## src/rtl/value_display_pkg.sv

```systemverilog
// Shared types and helpers for the multiplexed 7-segment value display.
// The segment font is active-high; output polarity is applied at the top level.
package value_display_pkg;

  localparam int unsigned DIGITS = 4;

  typedef enum logic [1:0] {
    StIdle,
    StConv,
    StCommit
  } state_e;

  // Segment order is {g,f,e,d,c,b,a}; b and d use lowercase glyphs.
  function automatic logic [6:0] hex_to_seg(input logic [3:0] nibble);
    logic [6:0] pat;
    pat = 7'h00;
    case (nibble)
      4'h0: pat = 7'b0111111;
      4'h1: pat = 7'b0000110;
      4'h2: pat = 7'b1011011;
      4'h3: pat = 7'b1001111;
      4'h4: pat = 7'b1100110;
      4'h5: pat = 7'b1101101;
      4'h6: pat = 7'b1111101;
      4'h7: pat = 7'b0000111;
      4'h8: pat = 7'b1111111;
      4'h9: pat = 7'b1101111;
      4'hA: pat = 7'b1110111;
      4'hB: pat = 7'b1111100;
      4'hC: pat = 7'b0111001;
      4'hD: pat = 7'b1011110;
      4'hE: pat = 7'b1111001;
      4'hF: pat = 7'b1110001;
      default: pat = 7'h00;
    endcase
    return pat;
  endfunction

endpackage

```

## src/rtl/bin2bcd_seq.sv

```systemverilog
// Sequential 8-bit binary to 3-digit BCD converter (double-dabble, MSB first).
// The first shift happens on the start edge, so done pulses exactly 8 cycles after start.
module bin2bcd_seq (
  input  logic       clk,
  input  logic       rst,
  input  logic       start,
  input  logic [7:0] bin,
  output logic       done,
  output logic [3:0] hundreds,
  output logic [3:0] tens,
  output logic [3:0] ones
);

  logic [11:0] bcd_q;
  logic [7:0]  sh_q;
  logic [3:0]  cnt_q;

  function automatic logic [11:0] dabble(input logic [11:0] b, input logic b_in);
    logic [11:0] a;
    a = b;
    for (int i = 0; i < 3; i++) begin
      if (a[4*i +: 4] >= 4'd5) a[4*i +: 4] = a[4*i +: 4] + 4'd3;
    end
    return {a[10:0], b_in};
  endfunction

  always_ff @(posedge clk) begin
    if (rst) begin
      bcd_q <= '0;
      sh_q  <= '0;
      cnt_q <= '0;
    end else if (start) begin
      bcd_q <= dabble(12'h000, bin[7]);
      sh_q  <= {bin[6:0], 1'b0};
      cnt_q <= 4'd1;
    end else if (cnt_q == 4'd8) begin
      cnt_q <= '0;
    end else if (cnt_q != 4'd0) begin
      bcd_q <= dabble(bcd_q, sh_q[7]);
      sh_q  <= {sh_q[6:0], 1'b0};
      cnt_q <= cnt_q + 4'd1;
    end
  end

  // Result is held in bcd_q after done until the next start.
  assign done     = (cnt_q == 4'd8);
  assign hundreds = bcd_q[11:8];
  assign tens     = bcd_q[7:4];
  assign ones     = bcd_q[3:0];

endmodule

```

## src/rtl/value_display_driver.sv

```systemverilog
// Shows an 8-bit value on a 4-digit multiplexed 7-segment display in hex or decimal.
// Conversion runs on change; the digit set switches atomically at commit.
module value_display_driver
  import value_display_pkg::*;
#(
  parameter int unsigned SCAN_DIV       = 50000,
  parameter bit          SEG_ACTIVE_LOW = 1'b1,
  parameter bit          AN_ACTIVE_LOW  = 1'b1
) (
  input  logic       clk,
  input  logic       rst,
  input  logic [7:0] value,
  input  logic       mode,
  output logic [6:0] seg,
  output logic       dp,
  output logic [3:0] an,
  output logic       busy
);

  localparam logic [15:0] PrescMax = 16'(SCAN_DIV - 1);
  localparam logic [6:0]  SegOff   = SEG_ACTIVE_LOW ? 7'h7f : 7'h00;
  localparam logic        DpOff    = SEG_ACTIVE_LOW;
  localparam logic [3:0]  AnOff    = AN_ACTIVE_LOW ? 4'hf : 4'h0;

  state_e                    state_q;
  logic [7:0]                snap_value_q, shown_value_q;
  logic                      snap_mode_q, shown_mode_q;
  logic [DIGITS-1:0][3:0]    digit_q, digit_d;
  logic [DIGITS-1:0]         blank_q, blank_d;
  logic                      disp_mode;
  logic [15:0]               presc_q;
  logic [1:0]                scan_q;
  logic [6:0]                seg_q;
  logic                      dp_q;
  logic [3:0]                an_q;

  logic                      changed, start, bcd_done;
  logic [3:0]                bcd_h, bcd_t, bcd_o;
  logic [6:0]                slot_seg;
  logic [3:0]                slot_an;
  logic                      slot_dp;

  assign changed = (value != shown_value_q) || (mode != shown_mode_q);
  assign start   = (state_q == StIdle) && changed && mode;
  assign busy    = (state_q != StIdle);

  bin2bcd_seq u_bin2bcd (
    .clk      (clk),
    .rst      (rst),
    .start    (start),
    .bin      (value),
    .done     (bcd_done),
    .hundreds (bcd_h),
    .tens     (bcd_t),
    .ones     (bcd_o)
  );

  // During COMMIT the display path already sees the new digit set, so the output register
  // picks it up on the same edge that commits it.
  always_comb begin
    digit_d   = digit_q;
    blank_d   = blank_q;
    disp_mode = shown_mode_q;
    if (state_q == StCommit) begin
      disp_mode = snap_mode_q;
      if (snap_mode_q) begin
        digit_d = {4'h0, bcd_h, bcd_t, bcd_o};
        blank_d = {1'b1, bcd_h == 4'h0, (bcd_h == 4'h0) && (bcd_t == 4'h0), 1'b0};
      end else begin
        digit_d = {4'h0, 4'h0, snap_value_q[7:4], snap_value_q[3:0]};
        blank_d = 4'b1100;
      end
    end
  end

  always_ff @(posedge clk) begin
    if (rst) begin
      state_q       <= StIdle;
      snap_value_q  <= '0;
      snap_mode_q   <= 1'b0;
      shown_value_q <= '0;
      shown_mode_q  <= 1'b0;
      digit_q       <= '0;
      blank_q       <= 4'b1100;
    end else begin
      case (state_q)
        StIdle: begin
          if (changed) begin
            snap_value_q <= value;
            snap_mode_q  <= mode;
            state_q      <= StConv;
          end
        end
        StConv: begin
          if (!snap_mode_q || bcd_done) state_q <= StCommit;
        end
        StCommit: begin
          shown_value_q <= snap_value_q;
          shown_mode_q  <= snap_mode_q;
          digit_q       <= digit_d;
          blank_q       <= blank_d;
          state_q       <= StIdle;
        end
        default: state_q <= StIdle;
      endcase
    end
  end

  always_comb begin
    slot_seg = blank_d[scan_q] ? 7'h00 : hex_to_seg(digit_d[scan_q]);
    slot_an  = blank_d[scan_q] ? 4'b0000 : (4'b0001 << scan_q);
    slot_dp  = !blank_d[scan_q] && (scan_q == 2'd0) && !disp_mode;
  end

  always_ff @(posedge clk) begin
    if (rst) begin
      presc_q <= '0;
      scan_q  <= '0;
      seg_q   <= SegOff;
      dp_q    <= DpOff;
      an_q    <= AnOff;
    end else begin
      if (presc_q == PrescMax) begin
        presc_q <= '0;
        scan_q  <= scan_q + 2'd1;
      end else begin
        presc_q <= presc_q + 16'd1;
      end
      seg_q <= SEG_ACTIVE_LOW ? ~slot_seg : slot_seg;
      dp_q  <= SEG_ACTIVE_LOW ? ~slot_dp : slot_dp;
      an_q  <= AN_ACTIVE_LOW ? ~slot_an : slot_an;
    end
  end

  assign seg = seg_q;
  assign dp  = dp_q;
  assign an  = an_q;

endmodule

```

## config.mk

```make
export PLATFORM = sky130hd
export DESIGN_NAME = value_display_driver
export DESIGN_NICKNAME = d
export VERILOG_FILES = /design/src/rtl/value_display_pkg.sv /design/src/rtl/bin2bcd_seq.sv /design/src/rtl/value_display_driver.sv
export SDC_FILE = /design/constraint.sdc
export NUM_CORES = 1
export LEC_CHECK = 0
export CORE_MARGIN = 2
export CORE_UTILIZATION = 50
export CTS_CLUSTER_SIZE = 24
export DETAILED_ROUTE_END_ITERATION = 6
export PLACE_DENSITY = 0.69
export REMOVE_ABC_BUFFERS = 1
export SYNTH_ARGS = -nofsm -noshare
export SYNTH_HDL_FRONTEND = slang
export SYNTH_SLANG_ARGS = --single-unit
```

## constraint.sdc

```tcl
create_clock -name clk -period 2.81 [get_ports clk]
set_input_delay 0.4215 -clock clk [delete_from_list [all_inputs] [get_ports clk]]
set_output_delay 0.4215 -clock clk [all_outputs]
set_load 0.05 [all_outputs]
```

# After elaboration in Yosys (flattened, before gate mapping)
# Memories as Yosys holds them, arrays and structs flattened.
# Cells that the tools add are included.
[totals]
regBits = 93
mem_bits_ro = 112
out_inout_bits = 13
wordCells = 96
memories = 1
[op_classes]
n_addsub = 6
n_lt_le_gt_ge = 4
n_eq_ne = 9
n_shift = 1
muxes = 26
n_bitwise = 4
reduce_logical = 25
[mem_list]
columns = ["memory", "depth", "width", "read_ports", "rd_ports_with_merged_regs", "wr", "line", "text"]
rows = [
  ["(name not given)", 16, 7, 1, 0, 0, "value_display_pkg.sv:17", "case (nibble)"],
]
[op_table]
columns = ["operator", "n"]
rows = [
  ["$mux 8", 3],
  ["$mux 4", 5],
  ["$add 16x1->16 const B", 1],
  ["$eq 16x16->1 const B", 1],
  ["$mux 16", 1],
  ["$ge 4x3->1 const B", 3],
  ["$mux 12", 1],
  ["$add 4x2->4 const B", 2],
  ["$bmux 4 s2", 1],
  ["$logic_not 4->1", 2],
  ["$mux 1", 8],
  ["$ne 8x8->1", 1],
  ["$reduce_and 2->1", 4],
  ["$mux 7", 1],
  ["$not 7->7", 1],
  ["$mux 3", 2],
  ["$ne 2x2->1 const B", 3],
  ["$logic_and 1x1->1", 5],
  ["$add 4x1->4 const B", 1],
  ["$eq 4x4->1 const B", 1],
  ["$logic_not 2->1", 2],
  ["$mux 2", 2],
  ["$not 4->4", 1],
  ["$pmux 2 s2", 1],
  ["16 further kinds", 22],
]

# Longest topological paths before layout
[depth]
word_depth = 10
mapped_depth = 12
ltp_nobuf = 10

# Cells and area by module
# Synthesis repeated with hierarchy kept, for this count alone.
[unflattened]
cells_unflattened = 494
hier_area_um2 = 4435.5
[by_module_without_submodules]
columns = ["mod", "n_inst", "cells_per_inst", "area_per_inst_um2", "seq_area_each_um2"]
rows = [
  ["value_display_driver", 1, 343, 3199.3, 1401.3],
  ["bin2bcd_seq", 1, 151, 1236.2, 460.4],
]

# Least setup slack after synthesis
# OpenSTA, ideal clock, no wires.
[synth_timing]
path_kind = "reg2reg"
start = "reg state_q[1]"
end = "reg seg_q[3] (netlist: seg[3])"
setup_ns = 0.079
arrival_time_ns = 2.134
required_ns = 2.731
setup_slack_ns = 0.596
stages_incl_launch_ff = 12
path_buffers = 2
period_less_slack_ns = 2.214
path_cell_list = "dfxtp_1 -> nor2b_1 -> buf_2 -> mux2i_1 -> o22ai_1 -> or2_2 -> clkbuf_1 -> inv_1 -> ha_1 -> nand2_1 -> o211ai_1 -> o211ai_1"
[synth_between]
elab_chain_len = 7
[synth_rtl]
columns = ["element", "line", "text"]
rows = [
  ["from (decl)", "value_display_driver.sv:25", "state_e state_q;"],
  ["from (signal assigned)", "value_display_driver.sv:78", "state_q <= StIdle;"],
  ["from (signal assigned)", "value_display_driver.sv:91", "state_q <= StConv;"],
  ["from (signal assigned)", "value_display_driver.sv:95", "if (!snap_mode_q || bcd_done) state_q <= StCommit;"],
  ["$eq 2x2->1 *", "value_display_driver.sv:64", "if (state_q == StCommit) begin"],
  ["$mux 16", "value_display_driver.sv:64", ""],
  ["$bmux 4 s2", "value_display_driver.sv:110", "slot_seg = blank_d[scan_q] ? 7'h00 : hex_to_seg(digit_d[scan_q]);"],
  ["$mux 4 (not written as such)", "value_display_driver.sv:110", ""],
  ["$mem_v2 16x7", "-", ""],
  ["$mux 7 *", "value_display_driver.sv:110", ""],
  ["$not 7->7 *", "value_display_driver.sv:129", "seg_q <= SEG_ACTIVE_LOW ? ~slot_seg : slot_seg;"],
  ["to (signal assigned)", "value_display_driver.sv:119", "seg_q <= SegOff;"],
  ["to (signal assigned)", "value_display_driver.sv:129", ""],
  ["to (decl)", "value_display_driver.sv:33", "logic [6:0] seg_q;"],
]
# Every way passes the cells marked *; elsewhere a longest branch is shown, timed or not. The select of a mux whose other input is x is not followed.
# A chain may end at the register's enable or synchronous reset.

# Final worst setup path
[layout_timing]
start = "reg snap_mode_q"
end = "reg seg_q[3] (netlist: seg[3])"
[layout_between]
elab_chain_len = 7
[layout_rtl]
columns = ["element", "line", "text"]
rows = [
  ["from (decl)", "value_display_driver.sv:27", "logic snap_mode_q, shown_mode_q;"],
  ["from (signal assigned)", "value_display_driver.sv:90", "snap_mode_q <= mode;"],
  ["$mux 12", "value_display_driver.sv:66", "if (snap_mode_q) begin"],
  ["$mux 16", "value_display_driver.sv:64", ""],
  ["$bmux 4 s2", "value_display_driver.sv:110", ""],
  ["$mux 4 (not written as such)", "value_display_driver.sv:110", ""],
  ["$mem_v2 16x7", "-", ""],
  ["$mux 7 *", "value_display_driver.sv:110", ""],
  ["$not 7->7 *", "value_display_driver.sv:129", ""],
]
# Marks and branches as above.

==> out/results.tsv <==
metric	value	unit
status	finished, final reports clean	
Rows	33	
Final setup viols	0	
Antenna Cells	0	
CP Class	register to register	
Worst Path Required	3120	ps
Post CTS Setup Buffer Count	0	
Worst Hold Margin	439	ps
CP Launch Type	register	
synth top area cells	dfxtp_1 (44%), nor2_1 (6.4%), ha_1 (5.9%)	
CP peak stage delay	480	ps
Worst EP arrival	2880	ps
Clock Path Buffers	2	
Seq/Total Area, Yosys	43.6	%
Async SR Flop Fraction	0	%
Mapped Area	4270	µm²
final instance area	4830	µm²
terminus of the critical flop-to-flop path	seg[3]	
Placed Area	4610	µm²
synth warn	0	
Post-CTS Hold Buffers	0	
total clock sinks	93	
hpwl dp	6140	µm
GR Util All Layers	20.7	%
Yosys top cell area share	43.6	%
EDFF count, synth	0	
critical path peak fanout	13	
first-pass GRT wire length	14900	µm
Power Density	599	nW/µm²
hold path endpoint	presc_q[0]	
Crit. End Element	register	
via/cell ratio	5.30	
Vias	3319	
routability cong.	0.795	
dpl cells	610	
grt total ovfl	0	
Slowest-stage cell, CP	dfxtp_1	
R2R cell count	11	
Filler Cells Inserted	744	
antenna violations before repair	0	
total power	2.89	mW
root buffer cell	clkbuf_8	
Leak	1.84	nW
max-slew violation count	0	
Top FF cell, synth	dfxtp_1	
Non-Filler Instances	626	
Final Hold Vio Count	0	
RSZ-0062 raised after global routing	no	
H-tree Lvls	3	
Post-DRT Antenna Nets	0	
layout cells sized above 1	6.91	%
Yosys cell types	46	
#FFs+latches synth	93	
starting density of the core	51.7	%
r2r startpoint	snap_mode_q	
insertion delay to the later sink of the worst-skew pair	380	ps
PortBufs	23	
Die ar.	9290	µm²
cts bufs inserted	9	
Pre-antenna DRT Iters	4	
wire length per cell	14.1	µm
Core Util, Final	58.5	%
most common cell after layout, fill and taps aside	dfxtp_1	
skew final	15.8	ps
Tmin final	2570	ps
final WL	8800	µm
chip height	96.4	µm
vias in the first global route	3154	
cells after synthesis	495	
nets@finish	547	
worst hold path depth	1	
cell breakdown of the critical path	buf_4, mux2_2, mux2i_1, o22ai_1, or2_2, inv_1, ha_1, inv_1, nor2_1, a21oi_1, o211ai_1	
DRT iter0 DRCs	191	
core footprint	8260	µm²
post_cts resized	0	
Reg2Reg Setup Slack	240	ps
Max rail drop VDD	0.267	mV
CTS tree	done	
period utilisation layout	91.5	%
Chip Width	96.4	µm
DRC	0	
Relative slew margins	47.8	%
Max-Cap Viols	0	
Worst Hold Launch	presc_q[0]	
Worst-path clk slew	90	ps
I/O pin cnt	24	
Slew @ Worst Pin	783	ps
cell taking the most area after synthesis	dfxtp_1	
pin count of the biggest net entering global routing	23	
CP dominant cell by count	inv_1	
syn_area_per_cell	8.62	µm²
Max Freq	389	MHz
Synth-to-Final Area Change	13.2	%
most frequent cells in the layout	dfxtp_1 (93), nor2_1 (73), nand2_1 (66)	
Hold/Removal Path Class	register to register	
worst max-delay path by stage:
stage / startpoint / cells after the start / slack (ps) / endpoint
after floorplan: state_q[1] / 9 / -170 / seg[3]
after global placement: value[5] / 7 / 410 / u_bin2bcd.bcd_q[8]
after detailed placement: snap_mode_q / 11 / 370 / seg[3]
after CTS: snap_mode_q / 11 / 290 / seg[3]
after global routing: snap_mode_q / 11 / 120 / seg[3]
final: snap_mode_q / 11 / 240 / seg[3]
area by class of cell:
| cell class | count | area, µm² | area share, % |
|---|---|---|---|
| multi-input combinational | 361 | 2240 | 46.3 |
| sequential | 93 | 1860 | 38.5 |
| timing repair buffer | 35 | 320 | 6.63 |
| clock buffer | 11 | 141 | 2.93 |
| tap | 105 | 131 | 2.72 |
| clock inverter | 5 | 81.3 | 1.68 |
| inverter | 16 | 60.1 | 1.24 |
logic make-up (layout without fill, tap and decap cells):
logic type	count (synthesis)	count (layout)	share of synthesized area, %
AO/OA/AOI/OAI	81	81	11.8
XOR/XNOR	27	27	5.54
adder cells (fa/ha/maj)	20	20	5.86
buffers and inverters	41	67	4.07
flip-flops	93	93	43.6
multiplexers	29	29	7.59
AND/OR/NAND/NOR	204	204	21.5
sequential cells by signal, summed over array words and instances, names as in the netlist:
signal,cells
blank_q,4
shown_mode_q,1
u_bin2bcd.cnt_q,4
shown_value_q,8
state_q,2
snap_mode_q,1
scan_q,2
u_bin2bcd.bcd_q,12
digit_q,16
u_bin2bcd.sh_q,7
an,4
snap_value_q,8
dp,1
seg,7
presc_q,16
routing by layer:
layer	up-vias	global-route usage, %	part of all wire, %
met5	-	0	0
met4	0	7.04	1.6
met3	12	4.65	3.0
met2	51	32.9	45
met1	1536	27.7	50
li1	1720	-	-
stage by stage:
stage	worst slack (ps)	setup TNS [ps]
6_report	240	0
3_5_place_dp	375	0
2_1_floorplan	-168	-753
4_1_cts	290	0
3_3_place_gp	407	0
5_1_grt	120	0
Yosys cell counts (all sizes together) (5+ instances only):
| master | instances |
|---|---|
| o21ai | 13 |
| mux2i | 24 |
| xnor2 | 12 |
| nand2b | 10 |
| a311oi | 7 |
| clkbuf | 17 |
| a21oi | 37 |
| dfxtp | 93 |
| and2 | 7 |
| nor2 | 73 |
| nor3 | 8 |
| buf | 8 |
| inv | 16 |
| ha | 20 |
| xor2 | 15 |
| a211oi | 5 |
| nand3 | 17 |
| nand2 | 66 |
worst max-delay path: cells and delay by family (launching register included):
| kind | cells | cell delay, ps |
|---|---|---|
| fa+ha+maj | 1 | 150 |
| compound gates | 3 | 350 |
| mux | 2 | 590 |
| simple gates | 2 | 480 |
| flops | 1 | 480 |
| buf+inv | 3 | 450 |
power breakdown:
| group | switching, mW | internal, mW | leakage, nW |
|---|---|---|---|
| combinational | 0.281 | 0.175 | 0.976 |
| sequential | 0.0492 | 1.38 | 0.758 |
| clock | 0.481 | 0.528 | 0.110 |
(Power assumes the default switching activity.)
